## config.mk

```make
export PLATFORM = sky130hd
export DESIGN_NAME = fetch_stage
export DESIGN_NICKNAME = d
export VERILOG_FILES = /design/src/rtl/fetch_stage_pkg.sv /design/src/rtl/fetch_stage_fd_pipe_reg.sv /design/src/rtl/fetch_stage.sv
export SDC_FILE = /design/constraint.sdc
export NUM_CORES = 1
export LEC_CHECK = 0
export CAP_MARGIN = 20
export CORE_MARGIN = 3
export CORE_UTILIZATION = 43
export DETAILED_ROUTE_END_ITERATION = 7
export GPL_ROUTABILITY_DRIVEN = 0
export PLACE_DENSITY = 0.75
export SLEW_MARGIN = 25
export SYNTH_ARGS = -nofsm -noshare
export SYNTH_HDL_FRONTEND = slang
export SYNTH_SLANG_ARGS = --single-unit
```

## constraint.sdc

```tcl
create_clock -name clk -period 1.7 [get_ports clk]
set_clock_uncertainty 0.05 [all_clocks]
set_input_delay 0.425 -clock clk [delete_from_list [all_inputs] [get_ports clk]]
set_output_delay 0.425 -clock clk [all_outputs]
set_load 0.005 [all_outputs]
```

## src/rtl/fetch_stage_pkg.sv

```systemverilog
// fetch_stage_pkg
//   Shared constants and types for the MINI-RISC fetch stage: default widths,
//   the NOP encoding, instruction field positions and the in-flight word FSM
//   state encoding.
package fetch_stage_pkg;

   localparam int ADDR_W_DEF  = 8;
   localparam int INSTR_W_DEF = 16;

   // All-zero word is the NOP, so bubble fields decode to zero.
   localparam logic [15:0] NOP_INSTR = 16'h0000;

   // Field positions within an instruction word.
   localparam int OPC_LSB = 11;
   localparam int OPC_W   = 5;
   localparam int RD_LSB  = 8;
   localparam int RS1_LSB = 5;
   localparam int RS2_LSB = 2;
   localparam int REG_W   = 3;

   // Where the word returning from imem (or held back) currently lives.
   typedef enum logic [1:0] {
      ST_EMPTY = 2'd0,   // returning word is stale, ignore it
      ST_RUN   = 2'd1,   // imem_rdata is valid for the tagged PC
      ST_HOLD  = 2'd2    // skid register owns the next instruction
   } fetch_state_e;

endpackage

```

## src/rtl/fetch_stage_fd_pipe_reg.sv

```systemverilog
// fd_pipe_reg
//   Fetch/Decode pipeline register. Priority: rst > flush > stall > load.
//   A flush or a load with ld_valid=0 inserts a bubble (NOP, valid=0) and
//   keeps the previous PC.
// Ports
//   clk, rst            clock, synchronous active-high reset
//   flush, stall        hazard controls
//   ld_valid/instr/pc   candidate entry for this cycle
//   fd_instr_q/pc_q/valid_q  registered Decode-stage entry
module fd_pipe_reg
   import fetch_stage_pkg::*;
#(
   parameter int ADDR_W  = ADDR_W_DEF,
   parameter int INSTR_W = INSTR_W_DEF
) (
   input  logic               clk,
   input  logic               rst,
   input  logic               flush,
   input  logic               stall,
   input  logic               ld_valid,
   input  logic [INSTR_W-1:0] ld_instr,
   input  logic [ADDR_W-1:0]  ld_pc,
   output logic [INSTR_W-1:0] fd_instr_q,
   output logic [ADDR_W-1:0]  fd_pc_q,
   output logic               fd_valid_q
);

   logic [INSTR_W-1:0] fd_instr_d;
   logic [ADDR_W-1:0]  fd_pc_d;
   logic               fd_valid_d;

   always_comb begin
      fd_instr_d = fd_instr_q;
      fd_pc_d    = fd_pc_q;
      fd_valid_d = fd_valid_q;
      if (flush) begin
         fd_instr_d = INSTR_W'(NOP_INSTR);
         fd_valid_d = 1'b0;
      end else if (!stall) begin
         if (ld_valid) begin
            fd_instr_d = ld_instr;
            fd_pc_d    = ld_pc;
            fd_valid_d = 1'b1;
         end else begin
            fd_instr_d = INSTR_W'(NOP_INSTR);
            fd_valid_d = 1'b0;
         end
      end
   end

   always_ff @(posedge clk) begin
      if (rst) begin
         fd_instr_q <= INSTR_W'(NOP_INSTR);
         fd_pc_q    <= '0;
         fd_valid_q <= 1'b0;
      end else begin
         fd_instr_q <= fd_instr_d;
         fd_pc_q    <= fd_pc_d;
         fd_valid_q <= fd_valid_d;
      end
   end

endmodule

```

## src/rtl/fetch_stage.sv

```systemverilog
// fetch_stage
//   MINI-RISC fetch: PC register, synchronous 1-cycle imem interface, a
//   one-entry skid register for the in-flight word, and the FD register.
// Ports
//   clk, rst                 clock, synchronous active-high reset
//   stall_F, flush_F         hazard unit controls
//   redirect_valid/pc        taken branch/jump target
//   imem_addr / imem_rdata   instruction memory (data returns one cycle later)
//   instr_D, pc_D, valid_D   Decode-stage instruction, its PC, bubble flag
//   opcode_D, rd_D, source_reg1_D, source_reg2_D  fields of instr_D
module fetch_stage
   import fetch_stage_pkg::*;
#(
   parameter int               ADDR_W   = ADDR_W_DEF,
   parameter int               INSTR_W  = INSTR_W_DEF,
   parameter logic [ADDR_W-1:0] RESET_PC = '0
) (
   input  logic               clk,
   input  logic               rst,
   input  logic               stall_F,
   input  logic               flush_F,
   input  logic               redirect_valid,
   input  logic [ADDR_W-1:0]  redirect_pc,
   output logic [ADDR_W-1:0]  imem_addr,
   input  logic [INSTR_W-1:0] imem_rdata,
   output logic [INSTR_W-1:0] instr_D,
   output logic [ADDR_W-1:0]  pc_D,
   output logic               valid_D,
   output logic [OPC_W-1:0]   opcode_D,
   output logic [REG_W-1:0]   rd_D,
   output logic [REG_W-1:0]   source_reg1_D,
   output logic [REG_W-1:0]   source_reg2_D
);

   fetch_state_e       state_q, state_d;
   logic [ADDR_W-1:0]  pc_f_q, pc_f_d;
   // PC presented last cycle; tags the word now on imem_rdata.
   logic [ADDR_W-1:0]  inflight_pc_q, inflight_pc_d;
   logic [INSTR_W-1:0] skid_instr_q, skid_instr_d;
   logic [ADDR_W-1:0]  skid_pc_q, skid_pc_d;

   logic               ld_valid;
   logic [INSTR_W-1:0] ld_instr;
   logic [ADDR_W-1:0]  ld_pc;
   logic               skid_capture;

   assign imem_addr = pc_f_q;

   // FSM: state register
   always_ff @(posedge clk) begin
      if (rst) state_q <= ST_EMPTY;
      else     state_q <= state_d;
   end

   // FSM: next state
   always_comb begin
      state_d = state_q;
      case (state_q)
         ST_EMPTY: state_d = ST_RUN;
         ST_RUN:   state_d = stall_F ? ST_HOLD : ST_RUN;
         ST_HOLD:  state_d = stall_F ? ST_HOLD : ST_RUN;
         default:  state_d = ST_EMPTY;
      endcase
      // A redirect makes the word returning next cycle stale.
      if (redirect_valid) state_d = ST_EMPTY;
   end

   // FSM: outputs (what the FD register may load, whether to park the word)
   always_comb begin
      ld_valid     = 1'b0;
      ld_instr     = imem_rdata;
      ld_pc        = inflight_pc_q;
      skid_capture = 1'b0;
      case (state_q)
         ST_RUN: begin
            ld_valid     = 1'b1;
            skid_capture = stall_F;
         end
         ST_HOLD: begin
            ld_valid = 1'b1;
            ld_instr = skid_instr_q;
            ld_pc    = skid_pc_q;
         end
         default: ;
      endcase
   end

   // PC, tag and skid datapath
   always_comb begin
      inflight_pc_d = pc_f_q;
      skid_instr_d  = skid_instr_q;
      skid_pc_d     = skid_pc_q;
      if (redirect_valid)   pc_f_d = redirect_pc;
      else if (stall_F)     pc_f_d = pc_f_q;
      else                  pc_f_d = pc_f_q + ADDR_W'(1);
      if (redirect_valid) begin
         skid_instr_d = '0;
         skid_pc_d    = '0;
      end else if (skid_capture) begin
         skid_instr_d = imem_rdata;
         skid_pc_d    = inflight_pc_q;
      end
   end

   always_ff @(posedge clk) begin
      if (rst) begin
         pc_f_q        <= RESET_PC;
         inflight_pc_q <= '0;
         skid_instr_q  <= '0;
         skid_pc_q     <= '0;
      end else begin
         pc_f_q        <= pc_f_d;
         inflight_pc_q <= inflight_pc_d;
         skid_instr_q  <= skid_instr_d;
         skid_pc_q     <= skid_pc_d;
      end
   end

   // flush wins over stall here, while the FSM above still sees the stall.
   fd_pipe_reg #(
      .ADDR_W  (ADDR_W),
      .INSTR_W (INSTR_W)
   ) u_fd (
      .clk        (clk),
      .rst        (rst),
      .flush      (flush_F),
      .stall      (stall_F),
      .ld_valid   (ld_valid),
      .ld_instr   (ld_instr),
      .ld_pc      (ld_pc),
      .fd_instr_q (instr_D),
      .fd_pc_q    (pc_D),
      .fd_valid_q (valid_D)
   );

   assign opcode_D      = instr_D[OPC_LSB +: OPC_W];
   assign rd_D          = instr_D[RD_LSB  +: REG_W];
   assign source_reg1_D = instr_D[RS1_LSB +: REG_W];
   assign source_reg2_D = instr_D[RS2_LSB +: REG_W];

endmodule

```

==> results.md, run 1 <==
- Status: finished, final reports clean
- Net Sw Power: about 0.00074 W
- FF+latch count, synth: 67
- Mux cell area share after synthesis: a little under a tenth
- Simple-gate share of the synthesized area: approximately 18%
- Clock power share: a little over a third
- Net count, final: about 420
- Die area: about 7600 um^2
- Crit Path Max Fanout: 3
- Vias in the first global route: 2299
- VDD IR max: approximately 430 uV
- Total power: between 0.003 and 0.004 W
- FMAX: ~600 MHz
- Layout fillers: 526
- Worst min-delay path class: register to register
- Post-Route Utilization: between 60 and 70%
- Max stage delay on crit path: approximately 500 ps
- Via Count: 2372
- Slowest CP cell: clkdlybuf4s50_1
- Max transition margin: roughly 77%
- Vias per cell: about 5.1
- Synth Area in XOR/XNOR: under 10%
- Post-synthesis compound-gate area fraction: about 14%
- Main combinational cell family by area after synthesis: simple AND/OR/NAND/NOR gates
- Worst setup path start: u_fd.fd_instr_q[4]
- Chip height: 87.1 um
- Min cycle time layout: ~1700 ps
- Crit-path cells: clkdlybuf4s50_1
- WP buf/inv: 1
- Die Width: 87.1 um
- Number of synthesis warnings: 0
- Sequential-to-total area share from yosys stat: roughly 47%
- Switching share of power: about a quarter
- First-pass GRT wire length: around 11000 um
- Pre-antenna DRT Iters: 4
- Number of distinct library cells after synthesis: 34
- Clock transition at path regs: 70 ps
- Most common cell after layout, fill and taps aside: nand2_1
- WP data required: 1220 ps
- R2R setup slack: around 130 ps
- Register share of total power: between 50% and 60%
- Crit path arrival time: 1180 ps
- Startpoint types: register
- Max clock buf depth: 2
- GRT Overall Usage: approximately 18%
- HP Start: inflight_pc_q[5]
- Final setup violation count: 0
- CTS Root Cell: clkbuf_8
- Delay-heaviest family, CP: buffers and inverters
- Internal: 0.00239 W
- Post-CTS setup buffer count: 0
- Drt wl/cell: between 10 and 15 um
- Initial antenna violation count: 0
- GR Overflow Total: 0
- I/O pins: 76
- CTS tree: done
- CTS sink count: between 60 and 70
- Core footprint: slightly above 6000 um^2
- Mapped Area: 2830 um^2
- Syn avg cell area: ~9 um^2
- Syn nets: ~350
- Routed WL: around 6400 um
- Starting density of the core: 46.2%
- Num CTS Buffers: 9
- Leakage power: ~1.6 nW
- Number of diodes: 0
- Power Density: around 810 nW/um^2
- Fin. max-slew vios: 0
- Worst-Margin Slew: 345 ps
- Syn-to-layout area delta: 37.0%
- Kind of critical path: register to primary output
- Starting DRC count in detailed routing: 126
- CTS Hold Bufs: 0
- Detailed Place HPWL: 4500 um
- Post-Synth Adder-Cell Area: approximately 2.2%
- DRT antenna net count: 0
- Largest net degree at the start of global routing: 19
- Row count: 28
- Remaining DRCs: 0
- CP Capture Type: primary output
- Clk_lat worst skew: around 330 ps
- CTS H-tree depth: 3
- Most frequent cells in the layout: nand2_1 (55), clkdlybuf4s50_1 (54), dfxtp_1 (44)
- # Max-Cap Violations: 0
- Worst r2r src: state_q[0]
- Fin. Hold Viols: 0
- Period utilisation layout: approximately 97%
- Combinational Power Share: 11.1%
- Gate Count Post-Synth: between 300 and 400
- # port buffers: 75
- Layout cell share with drive strength beyond 1: around 20%
-- path summary, 6_finish.rpt --
check / endpoint / cells past startpoint
worst max-delay path: instr_D[4] / 1
worst min-delay path: skid_pc_q[5] / 2
worst max register to register: u_fd.fd_pc_q[0] / 6
worst min register to register: skid_pc_q[5] / 2
-- through the flow --
stage,setup TNS (ps),worst slack [ps],cell area (um^2),cells,hold WS (ps)
floorplan,0,86.3,2830,315,381
global placement,-8770,-206,3640,448,386
detailed placement,-9980,-251,3640,448,395
CTS,0,0.928,3830,462,401
global route,-0.0772,-0.0772,3880,462,422
finish,0,45.2,3880,462,397
-- kinds of logic (layout without fill, tap and decap cells) --
| kind of cell | Yosys count | after routing |
|---|---|---|
| buf+inv | 40 | 112 |
| compound gates | 61 | 61 |
| flops | 67 | 67 |
| fa+ha+maj | 5 | 5 |
| xor+xnor | 4 | 4 |
| simple gates | 113 | 113 |
| mux | 25 | 25 |
-- synth_stat cells --
cell type,n,area (um^2)
nand2_1,55,206
xor2_1,3,26.3
nor3b_4,1,18.8
nor2b_1,8,50.1
a211oi_1,11,82.6
and2_1,2,12.5
o211ai_1,1,7.51
or2_2,3,18.8
nand4_1,1,6.26
or3_1,1,6.26
buf_6,1,11.3
a21oi_1,27,135
a22oi_1,16,120
nand2b_1,2,12.5
nand3_1,2,10.0
a31oi_1,1,6.26
o221ai_1,1,8.76
nand4b_1,2,17.5
o21ai_0,1,5.00
or4_1,1,7.51
nor3_1,2,10.0
a311oi_1,2,17.5
and2b_1,1,7.51
ha_1,5,62.6
inv_1,3,11.3
buf_4,15,113
nor2_1,32,120
dfxtp_1,67,1340
mux2_2,17,191
mux2i_1,8,80.1
buf_2,10,50.1
o31ai_1,1,7.51
clkbuf_1,11,41.3
xnor2_1,1,8.76
-- layout make-up --
class	instances	area [um^2]	area share [%]
clock buffer	11	151	3.90
inverter	3	11.3	0.290
tap	75	93.8	2.42
sequential	67	1390	35.8
multi-input combinational	208	1260	32.6
timing repair buffer	95	956	24.6
clock inverter	3	15.0	0.387
-- per-layer routing --
metal	up-vias	GRT usage [%]	wire length, um
met3	2	4.92	402
met1	1117	23.4	2910
met2	60	28.0	3010
met5	-	0	0
li1	1193	-	-
met4	0	7.53	29
-- power by group through the flow --
stage	logic (W)	registers (W)	clock network (W)
2_1_floorplan	0.000173	0.00168	0
3_3_place_gp	0.000352	0.00168	0
3_5_place_dp	0.000356	0.00169	0
4_1_cts	0.000353	0.00165	0.00117
5_1_grt	0.000383	0.00165	0.00124
6_report	0.000347	0.00165	0.00113
-- state kept, by name (all words and copies together) (netlist names) --
signal,flops
skid_instr_q,16
u_fd.fd_instr_q,16
imem_addr,8
inflight_pc_q,8
skid_pc_q,8
u_fd.fd_pc_q,8
state_q,2
u_fd.fd_valid_q,1
-- tightest hold or removal path, cell delays in order, from the launching register on --
cell and delay (ps):
dfxtp_1 310, nand2_1 50, a21oi_1 50
-- repair_timing --
action	CTS	global route
gates resized for setup	29	22
gates cloned	0	0
endpoints found under the setup margin	25	24
Power figures use the tool's default switching activity.
==> run 2: changes to the inputs <==
--- a/config.mk
+++ b/config.mk
@@ -15,3 +15,4 @@
 export SYNTH_ARGS = -nofsm -noshare
 export SYNTH_HDL_FRONTEND = slang
 export SYNTH_SLANG_ARGS = --single-unit
+export TNS_END_PERCENT = 50
==> results of run 2 <==
No change in the layout: final DEF, timing and power equal those of run 1.
